==> config.mk <==
export PLATFORM = sky130hd
export DESIGN_NAME = shift_exec_stage
export DESIGN_NICKNAME = d
export VERILOG_FILES = /design/src/rtl/risc_kgp_pkg.sv /design/src/rtl/BarrelShifter.sv /design/src/rtl/shift_core.sv /design/src/rtl/shift_exec_stage.sv
export SDC_FILE = /design/constraint.sdc
export NUM_CORES = 1
export LEC_CHECK = 0
export CAP_MARGIN = 20
export CORE_ASPECT_RATIO = 2
export CORE_MARGIN = 8
export CORE_UTILIZATION = 53
export DETAILED_ROUTE_END_ITERATION = 16
export PLACE_DENSITY = 0.81
export SLEW_MARGIN = 10
export SYNTH_ARGS = -nofsm -noshare
export SYNTH_HDL_FRONTEND = slang
export SYNTH_SLANG_ARGS = --single-unit
==> constraint.sdc <==
create_clock -name clk -period 3.3 [get_ports clk]
set_clock_uncertainty 0.05 [all_clocks]
set_input_delay 0.33 -clock clk [delete_from_list [all_inputs] [get_ports clk]]
set_output_delay 0.33 -clock clk [all_outputs]
set_load 0.02 [all_outputs]
==> src/rtl/risc_kgp_pkg.sv <==
// Shared definitions for the RISC_KGP datapath: shift opcodes and machine width.
package risc_kgp_pkg;

  localparam int XLEN = 32;

  typedef enum logic [1:0] {
    SH_SLL  = 2'd0,
    SH_SRL  = 2'd1,
    SH_SRA  = 2'd2,
    SH_PASS = 2'd3
  } shift_op_t;

endpackage

==> src/rtl/BarrelShifter.sv <==
// Five-level logarithmic barrel shifter; dir=1 shifts left, right shifts fill with feedinbit.
module BarrelShifter (
  input  logic [31:0] in,
  input  logic [4:0]  shamt,
  input  logic        dir,
  input  logic        feedinbit,
  output logic [31:0] out
);

  logic [5:0][31:0] lvl;

  assign lvl[0] = in;

  generate
    for (genvar gi = 0; gi < 5; gi++) begin : g_lvl
      localparam int K = 1 << gi;
      logic [31:0] sh_left;
      logic [31:0] sh_right;
      assign sh_left  = lvl[gi] << K;
      assign sh_right = (lvl[gi] >> K) | ({32{feedinbit}} << (32 - K));
      assign lvl[gi+1] = shamt[gi] ? (dir ? sh_left : sh_right) : lvl[gi];
    end
  endgenerate

  assign out = lvl[5];

endmodule

==> src/rtl/shift_core.sv <==
// Combinational result/carry resolution, including amounts of 32 and above.
module shift_core
  import risc_kgp_pkg::*;
(
  input  shift_op_t   op,
  input  logic [31:0] a,
  input  logic [4:0]  shamt,
  input  logic        big,
  input  logic        eq32,
  output logic [31:0] result,
  output logic        carry
);

  logic [31:0] bs_out;
  logic [4:0]  left_idx;
  logic [4:0]  right_idx;

  BarrelShifter u_bs (
    .in        (a),
    .shamt     (shamt),
    .dir       (op == SH_SLL),
    .feedinbit ((op == SH_SRA) & a[31]),
    .out       (bs_out)
  );

  // Modulo-32 arithmetic gives 32-s and s-1 for s in 1..31.
  assign left_idx  = 5'd0 - shamt;
  assign right_idx = shamt - 5'd1;

  always_comb begin
    result = bs_out;
    carry  = 1'b0;
    unique case (op)
      SH_SLL: begin
        if (big) begin
          result = '0;
          carry  = eq32 & a[0];
        end else begin
          carry = (shamt != 5'd0) & a[left_idx];
        end
      end
      SH_SRL: begin
        if (big) begin
          result = '0;
          carry  = eq32 & a[31];
        end else begin
          carry = (shamt != 5'd0) & a[right_idx];
        end
      end
      SH_SRA: begin
        if (big) begin
          result = {32{a[31]}};
          carry  = a[31];
        end else begin
          carry = (shamt != 5'd0) & a[right_idx];
        end
      end
      default: begin
        result = a;
        carry  = 1'b0;
      end
    endcase
  end

endmodule

==> src/rtl/shift_exec_stage.sv <==
// Two-stage shift execution pipeline: operand register, then result/flag register,
// with a valid/ready handshake on each side and a synchronous flush.
module shift_exec_stage
  import risc_kgp_pkg::*;
#(
  parameter int W = XLEN
) (
  input  logic         clk,
  input  logic         rst_n,
  input  logic         flush,
  input  logic         in_valid,
  output logic         in_ready,
  input  logic [1:0]   in_op,
  input  logic [W-1:0] in_a,
  input  logic [W-1:0] in_b,
  output logic         out_valid,
  input  logic         out_ready,
  output logic [W-1:0] out_result,
  output logic         out_zero,
  output logic         out_carry
);

  logic        s1_valid_q;
  shift_op_t   op_q;
  logic [31:0] a_q;
  logic [4:0]  shamt_q;
  logic        big_q;
  logic        eq32_q;

  logic        out_valid_q;
  logic [31:0] result_q;
  logic        zero_q;
  logic        carry_q;

  logic        adv1;
  logic        adv2;
  logic        accept;
  logic        load2;
  logic [31:0] result_d;
  logic        carry_d;

  assign adv2   = !out_valid_q || out_ready;
  assign adv1   = !s1_valid_q || adv2;
  assign accept = in_valid && adv1;
  assign load2  = s1_valid_q && adv2;

  shift_core u_core (
    .op     (op_q),
    .a      (a_q),
    .shamt  (shamt_q),
    .big    (big_q),
    .eq32   (eq32_q),
    .result (result_d),
    .carry  (carry_d)
  );

  always_ff @(posedge clk or negedge rst_n) begin
    if (!rst_n) begin
      s1_valid_q  <= 1'b0;
      op_q        <= SH_SLL;
      a_q         <= '0;
      shamt_q     <= '0;
      big_q       <= 1'b0;
      eq32_q      <= 1'b0;
      out_valid_q <= 1'b0;
      result_q    <= '0;
      zero_q      <= 1'b0;
      carry_q     <= 1'b0;
    end else begin
      if (accept) begin
        op_q    <= shift_op_t'(in_op);
        a_q     <= in_a;
        shamt_q <= in_b[4:0];
        big_q   <= |in_b[31:5];
        eq32_q  <= (in_b == 32'd32);
      end
      if (load2) begin
        result_q <= result_d;
        zero_q   <= (result_d == 32'd0);
        carry_q  <= carry_d;
      end
      // Flush wins over any accept or drain happening on the same edge.
      if (flush) begin
        s1_valid_q  <= 1'b0;
        out_valid_q <= 1'b0;
      end else begin
        if (adv1) s1_valid_q <= in_valid;
        if (adv2) out_valid_q <= s1_valid_q;
      end
    end
  end

  assign in_ready   = adv1;
  assign out_valid  = out_valid_q;
  assign out_result = result_q;
  assign out_zero   = zero_q;
  assign out_carry  = carry_q;

endmodule

==> impl_metrics.tcl, run 1 <==
set metrics [dict create \
    status "aborted with a tool error" \
    synth_edf_count 0 \
    synth_cell_types 87 \
    ys_seq_area_frac 0.213 \
    async_flop_share 1.00 \
    grt_pass1_vias 13454 \
    cts_buffers 9 \
    synthMostInstantiatedCell "nand2_1" \
    grt_first_pass_wirelength_microns 91200 \
    yosys-top-cells-area "dfrtp_1 (21%), mux4_2 (6.2%), nand2_1 (6.2%)" \
    syn_area_sq_mm 0.00903 \
    avgSynthCellArea_sq_um 7.82 \
    ios 107 \
    place_inst 1627 \
    synth.largest_area_cell "dfrtp_1" \
    root_buffer "clkbuf_16" \
    tool.error "[ERROR GRT-0116] Global routing finished with congestion. Check the congestion regions in the DRC Viewer." \
    dieWidth_microns 108 \
    htreeDepth 3 \
    ys.flop_type "dfrtp_1" \
    place_hpwl_microns 41900 \
    syn_nets 1229 \
    ys_ff_latch 77 \
    gp_congestion 1.26 \
    grtUsageTotal 0.562 \
    row_count 67 \
    start_util 0.539 \
    cts_sinks 77 \
    clock_path_buffers 2 \
    synth_top_area_share 0.213 \
    die_height_microns 201 \
    placement.io_buffers 106 \
    overflow 12 \
    synth.top_cells.by_count "nand2_1 (150), nor2_1 (96), a21oi_1 (77), dfrtp_1 (77)" \
    ys_warn_count 0 \
    stop_stage "global routing (5_1_grt)" \
    grt_max_degree 78 \
    syn_inst 1156 \
]
==> layer usage <==
metal  track usage  overflow
met1         0.548         0
met3         0.342         1
met2         0.778         7
met4         0.558         4
met5        0.0197         0
==> through the flow <==
stage	worst slack [ns]	hold WS [ns]	cell area, sq um	utilization
global placement	-0.168	0.408	12100	0.719
CTS	0.0241	0.122	12400	0.742
detailed placement	-0.181	0.411	12100	0.719
floorplan	0.0659	-0.0156	9030	-
==> what timing repair did <==
action / CTS
resized for setup: 10
gates cloned: 0
setup endpoints to repair: 2
hold buffers: 0
setup buffers: 1
==> kinds of logic after synthesis <==
| group | Yosys count | synth area share |
|---|---|---|
| simple gates | 425 | 0.233 |
| compound gates | 377 | 0.286 |
| buf+inv | 142 | 0.0764 |
| mux | 130 | 0.185 |
| flops | 77 | 0.213 |
| xor+xnor | 3 | 0.00291 |
| fa+ha+maj | 2 | 0.00277 |
==> run 2: changes to the inputs <==
--- a/config.mk
+++ b/config.mk
@@ -6,11 +6,10 @@
 export NUM_CORES = 1
 export LEC_CHECK = 0
 export CAP_MARGIN = 20
-export CORE_ASPECT_RATIO = 2
 export CORE_MARGIN = 8
-export CORE_UTILIZATION = 53
+export CORE_UTILIZATION = 39
 export DETAILED_ROUTE_END_ITERATION = 16
-export PLACE_DENSITY = 0.81
+export PLACE_DENSITY_LB_ADDON = 0.15
 export SLEW_MARGIN = 10
 export SYNTH_ARGS = -nofsm -noshare
 export SYNTH_HDL_FRONTEND = slang
==> constraint.sdc (replaced) <==
create_clock -name clk -period 4.3 [get_ports clk]
set_clock_uncertainty 0.05 [all_clocks]
set_input_delay 0.43 -clock clk [delete_from_list [all_inputs] [get_ports clk]]
set_output_delay 0.43 -clock clk [all_outputs]
set_load 0.02 [all_outputs]
==> impl_metrics.tcl, run 2 <==
set metrics [dict create \
    status "completed" \
    final_cells 1571 \
    setup_viol 0 \
    cts_resized 0 \
    final_common_cell "nand2_1" \
    synth_cell_types 87 \
    grt_first_pass_wirelength_microns 73700 \
    holdBufCountCts 1 \
    hp-start "out_result[13]" \
    synth.area.mux_share 0.185 \
    synth_top_family_by_area "compound AO/OA/AOI/OAI gates" \
    pre_cts_slack_ns 0.724 \
    cts_buffers 9 \
    drt_pass1_iterations 6 \
    fillers 2281 \
    path_class "reg2reg" \
    critPathRequiredTime_ns 4.52 \
    syn_nets 1229 \
    drt-initial-drc-count 1993 \
    fin_tns_setup_ns 0 \
    fin_ws_ns 0.521 \
    p_leak_nw 4.41 \
    clock_path_buffers 2 \
    via_count 11018 \
    synth_edf_count 0 \
    tightest_slew_ns 1.07 \
    htreeDepth 3 \
    grtUsageTotal 0.349 \
    timing.rr.start "op_q[0]" \
    cts_tree "done" \
    ys_warn_count 0 \
    cp-start-kind "flip-flop" \
    via_per_inst 7.01 \
    rrSetupSlack_ns 0.52 \
    drc_errors 0 \
    die_area_sq_mm 0.0283 \
    syn_inst 1156 \
    gp_congestion 1.07 \
    synth_compound_area_frac 0.286 \
    ios 107 \
    cp_data_arrival_time_ns 4.00 \
    placement.io_buffers 106 \
    fin_crit_ns 3.78 \
    nets 1354 \
    hp-class "reg2reg" \
    grt_pass1_vias 10786 \
    vdd_drop_max_mv 0.214 \
    grt_max_degree 54 \
    synth_top_area_share 0.213 \
    maxCapViolations 0 \
    setup.worst_path.start "op_q[0]" \
    rsz0062_at_grt "false" \
    cp_max_fo 53 \
    cts_sinks 77 \
    maxSlewViolCount 0 \
    root_buffer "clkbuf_16" \
    overflow 0 \
    final_cell_mix "nand2_1 (149), buf_4 (131), clkdlybuf4s50_1 (105)" \
    place_inst 1554 \
    area.growth.synth_to_final_pct 24.1 \
    place_hpwl_microns 38000 \
    avgSynthCellArea_sq_um 7.82 \
    ys_ff_latch 77 \
    yosys-top-cells-area "dfrtp_1 (21%), mux4_2 (6.2%), nand2_1 (6.2%)" \
    synthMostInstantiatedCell "nand2_1" \
    dieWidth_microns 168 \
    p_per_area_mw_per_mm2 375 \
    ys_seq_area_frac 0.213 \
    row_count 55 \
    start_util 0.398 \
    synth.largest_area_cell "dfrtp_1" \
    postCtsSetupBuffers 0 \
    period_share 0.879 \
    die_height_microns 168 \
    async_flop_share 1.00 \
    ys.flop_type "dfrtp_1" \
    endpoint_kind "flip-flop" \
    fmax_mhz 265 \
    wl_microns 50200 \
    clkTransAtPathRegs_ns 0.08 \
    fin_util 0.494 \
    synth.top_cells.by_count "nand2_1 (150), nor2_1 (96), a21oi_1 (77), dfrtp_1 (77)" \
    max_slew_margin 0.286 \
    wl_per_cell_microns 32.0 \
    antenna_found_initial 0 \
    drive_gt1_frac 0.217 \
    num_antenna_cells 0 \
    finalHoldViolCount 0 \
    antenna_left 0 \
    core_area_sq_mm 0.0227 \
    yosys.area_share.simple 0.233 \
    synth_xor_area_frac 0.00291 \
    clock_latency_ns 0.36 \
    syn_area_sq_mm 0.00903 \
    synthAdderAreaFrac 0.00277 \
]
==> run 2: cell type report <==
cell class	count	area [sq um]	share of cell area
Clock inverter	7	55.1	0.00491
Inverter	13	48.8	0.00435
Clock buffer	9	225	0.0201
Multi-Input combinational cell	937	6430	0.573
Tap cell	285	357	0.0318
Sequential cell	77	1940	0.173
Timing Repair Buffer	243	2160	0.193
==> run 2: worst paths after layout <==
path,endpoint,cells past startpoint
min,out_result[13],2
max in group asynchronous,out_result[23],3
max reg2reg,out_zero,12
max,out_zero,12
min in group asynchronous,a_q[28],2
min reg2reg,out_result[13],2
==> run 2: report_power, final <==
group | switching, W | leakage [nW] | internal, W
clock | 0.000388 | 0.139 | 0.000401
combinational | 0.00142 | 3.34 | 0.000945
sequential | 0.000223 | 0.938 | 0.000827
==> run 2: critical path: stages, from the launching register on <==
cell	delay, ns
dfrtp_2	0.61
buf_4	0.30
nor2_4	0.05
buf_12	0.21
a2111oi_0	0.80
buf_4	0.23
a31oi_1	0.06
nand4_1	0.21
nand3_1	0.10
o2111ai_1	0.14
nand2_1	0.14
or4_1	0.52
o31ai_1	0.24
==> run 2: logic make-up (layout without fill, tap and decap cells) <==
kind of cell	Yosys count	in the layout
compound gates	377	377
simple gates	425	425
buf+inv	142	272
flops	77	77
fa+ha+maj	2	2
mux	130	130
xor+xnor	3	3
==> run 2: layer usage <==
layer,vias up,share of wire,track usage,wire (microns)
met5,-,0,0,0
met3,216,0.13,0.100,6550
met2,942,0.42,0.509,20900
met1,5207,0.38,0.448,19200
li1,4653,-,-,-
met4,0,0.071,0.214,3550
==> run 2: through the flow <==
stage / area (sq um) / hold slack (ns) / total power [W]
4_1_cts: 11200 / 0.430 / 0.00412
2_1_floorplan: 9030 / 0.0844 / 0.00226
3_3_place_gp: 10900 / 0.365 / 0.00334
3_5_place_dp: 10900 / 0.376 / 0.00332
5_1_grt: 11200 / 0.453 / 0.00433
6_report: 11200 / 0.424 / 0.00420
No activity file was read; power rests on OpenSTA's default activity.
==> run 3: changes to the inputs <==
--- a/config.mk
+++ b/config.mk
@@ -8,6 +8,7 @@
 export CAP_MARGIN = 20
 export CORE_MARGIN = 8
 export CORE_UTILIZATION = 39
+export CTS_CLUSTER_DIAMETER = 40
 export DETAILED_ROUTE_END_ITERATION = 16
 export PLACE_DENSITY_LB_ADDON = 0.15
 export SLEW_MARGIN = 10
==> results of run 3 <==
Same layout as run 2: the final DEF is identical, and so are final timing and power.
==> run 4: changes to the inputs <==
--- a/config.mk
+++ b/config.mk
@@ -10,7 +10,8 @@
 export CORE_UTILIZATION = 39
 export CTS_CLUSTER_DIAMETER = 40
 export DETAILED_ROUTE_END_ITERATION = 16
-export PLACE_DENSITY_LB_ADDON = 0.15
+export GPL_TIMING_DRIVEN = 1
+export PLACE_DENSITY_LB_ADDON = 0.1
 export SLEW_MARGIN = 10
 export SYNTH_ARGS = -nofsm -noshare
 export SYNTH_HDL_FRONTEND = slang
==> impl_metrics.tcl, run 4 (synthesis gave the netlist of run 2 again) <==
set metrics [dict create \
    drt_pass1_iterations 8 \
    clock_path_buffers 2 \
    overflow 0 \
    place_inst 1520 \
    path_class "reg2reg" \
    setup_viol 0 \
    drive_gt1_frac 0.194 \
    final_cells 1536 \
    ios 107 \
    fin_util 0.484 \
    postCtsSetupBuffers 0 \
    core_area_sq_mm 0.0227 \
    vdd_drop_max_mv 0.194 \
    fin_tns_setup_ns 0 \
    drc_errors 0 \
    fin_crit_ns 4.03 \
    via_per_inst 7.12 \
    cts_sinks 77 \
    num_antenna_cells 0 \
    antenna_found_initial 0 \
    maxCapViolations 0 \
    seqCellArea_sq_mm 0.00194 \
    dieWidth_microns 168 \
    cts_tree "done" \
    wl_microns 49600 \
    tightest_slew_ns 1.09 \
    final_common_cell "nand2_1" \
    critPathRequiredTime_ns 4.52 \
    clkTransAtPathRegs_ns 0.08 \
    hp-class "in2async" \
    htreeDepth 3 \
    cpMostUsedCell "buf_4" \
    rrSetupSlack_ns 0.27 \
    fmax_mhz 248 \
    final_cell_mix "nand2_1 (149), clkdlybuf4s50_1 (105), nor2_1 (96)" \
    nets 1319 \
    start_util 0.398 \
    drt-initial-drc-count 1630 \
    area.growth.synth_to_final_pct 21.6 \
    maxSlewViolCount 0 \
    die_height_microns 168 \
    cp_cell_sequence "nor2_4 -> buf_4 -> a2111oi_0 -> buf_4 -> a31oi_1 -> nand4_1 -> nand3_1 -> o2111ai_1 -> nand2_1 -> or4_1 -> o31ai_1" \
    grt_first_pass_wirelength_microns 73300 \
    cp.buffers_inverters 2 \
    gp_congestion 1.07 \
    grtUsageTotal 0.345 \
    max_slew_margin 0.273 \
    endpoint_kind "flip-flop" \
    period_share 0.937 \
    multi_input_area_sq_mm 0.00642 \
    rsz0062_at_grt "false" \
    stdcell_area_sq_mm 0.0110 \
    row_count 55 \
    dpl_cell_area_sq_mm 0.0107 \
    grt_pass1_vias 10643 \
    holdBufCountCts 0 \
    p_leak_nw 4.26 \
    antenna_left 0 \
    max_stage_delay_ns 0.89 \
    cp_data_arrival_time_ns 4.25 \
    clock_latency_ns 0.37 \
    fillers 2277 \
    cp-start-kind "flip-flop" \
    finalHoldViolCount 0 \
    wl_per_cell_microns 32.3 \
    cts_resized 0 \
    cp_top_family "compound AO/OA/AOI/OAI gates" \
    place_hpwl_microns 37300 \
    grt_max_degree 53 \
    via_count 10931 \
    die_area_sq_mm 0.0283 \
    cts_buffers 9 \
    root_buffer "clkbuf_16" \
    status "completed" \
    crit_slowest_cell "a2111oi_0" \
    placement.io_buffers 106 \
    p_per_area_mw_per_mm2 380 \
    cp_max_fo 31 \
]
-- run 4: cell types whose count changed in the layout (fill, tap and decap cells not counted) --
cell           before  now
buf_12              6    7
bufinv_16           0    1
clkbuf_8            0    1
clkbuf_1            0    1
clkinv_2            2    0
dlygate4sd3_1       1    0
buf_2               0    1
buf_4             131   95
a2111oi_2           1    0
inv_6               3    2
a2111oi_1           4    5
-- run 4: final cells by class --
cell class              count  share of cell area
repair buffers            208               0.174
well taps                 285              0.0325
clock inverters             5             0.00604
inverters                  13             0.00444
multi-input cells         937               0.585
clock buffers              11              0.0221
flip-flops and latches     77               0.176
-- run 4: per-layer routing --
metal | vias to the layer above | track usage | share of wire
met3 | 208 | 0.100 | 0.12
met2 | 921 | 0.501 | 0.42
li1 | 4573 | - | -
met4 | 0 | 0.200 | 0.063
met1 | 5229 | 0.447 | 0.39
met5 | - | 0 | 0
-- run 4: stage by stage --
stage	hold WS, ns	total power [W]	setup slack (ns)
floorplan	0.0844	0.00226	1.07
global placement	0.404	0.00326	0.408
detailed placement	0.412	0.00324	0.462
CTS	0.0255	0.00409	0.428
global route	0.0613	0.00432	0.108
finish	0.00191	0.00417	0.272
-- run 4: final timing paths --
check / startpoint / end / cells past startpoint
worst max register to register: op_q[1] / out_zero / 11
min in group clk: out_result[19] / out_result[19] / 2
worst min register to register: out_result[19] / out_result[19] / 2
worst min-delay path: rst_n / a_q[15] / 1
worst max-delay path: op_q[1] / out_zero / 11
max in group asynchronous: rst_n / out_result[13] / 2
-- run 4: where the power goes --
part           switching (W)  internal (W)  total [W]
registers           0.000230      0.000828    0.00106
clock network       0.000370      0.000475   0.000845
logic                0.00137      0.000900    0.00227
total                0.00197       0.00220    0.00417
-- run 4: worst reg2reg max path: stages, from the launching register on --
cell and delay, ns:
dfrtp_2 0.77, nor2_4 0.21, buf_4 0.28, a2111oi_0 0.89, buf_4 0.23, a31oi_1 0.08, nand4_1 0.23, nand3_1 0.10
o2111ai_1 0.20, nand2_1 0.11, or4_1 0.52, o31ai_1 0.24
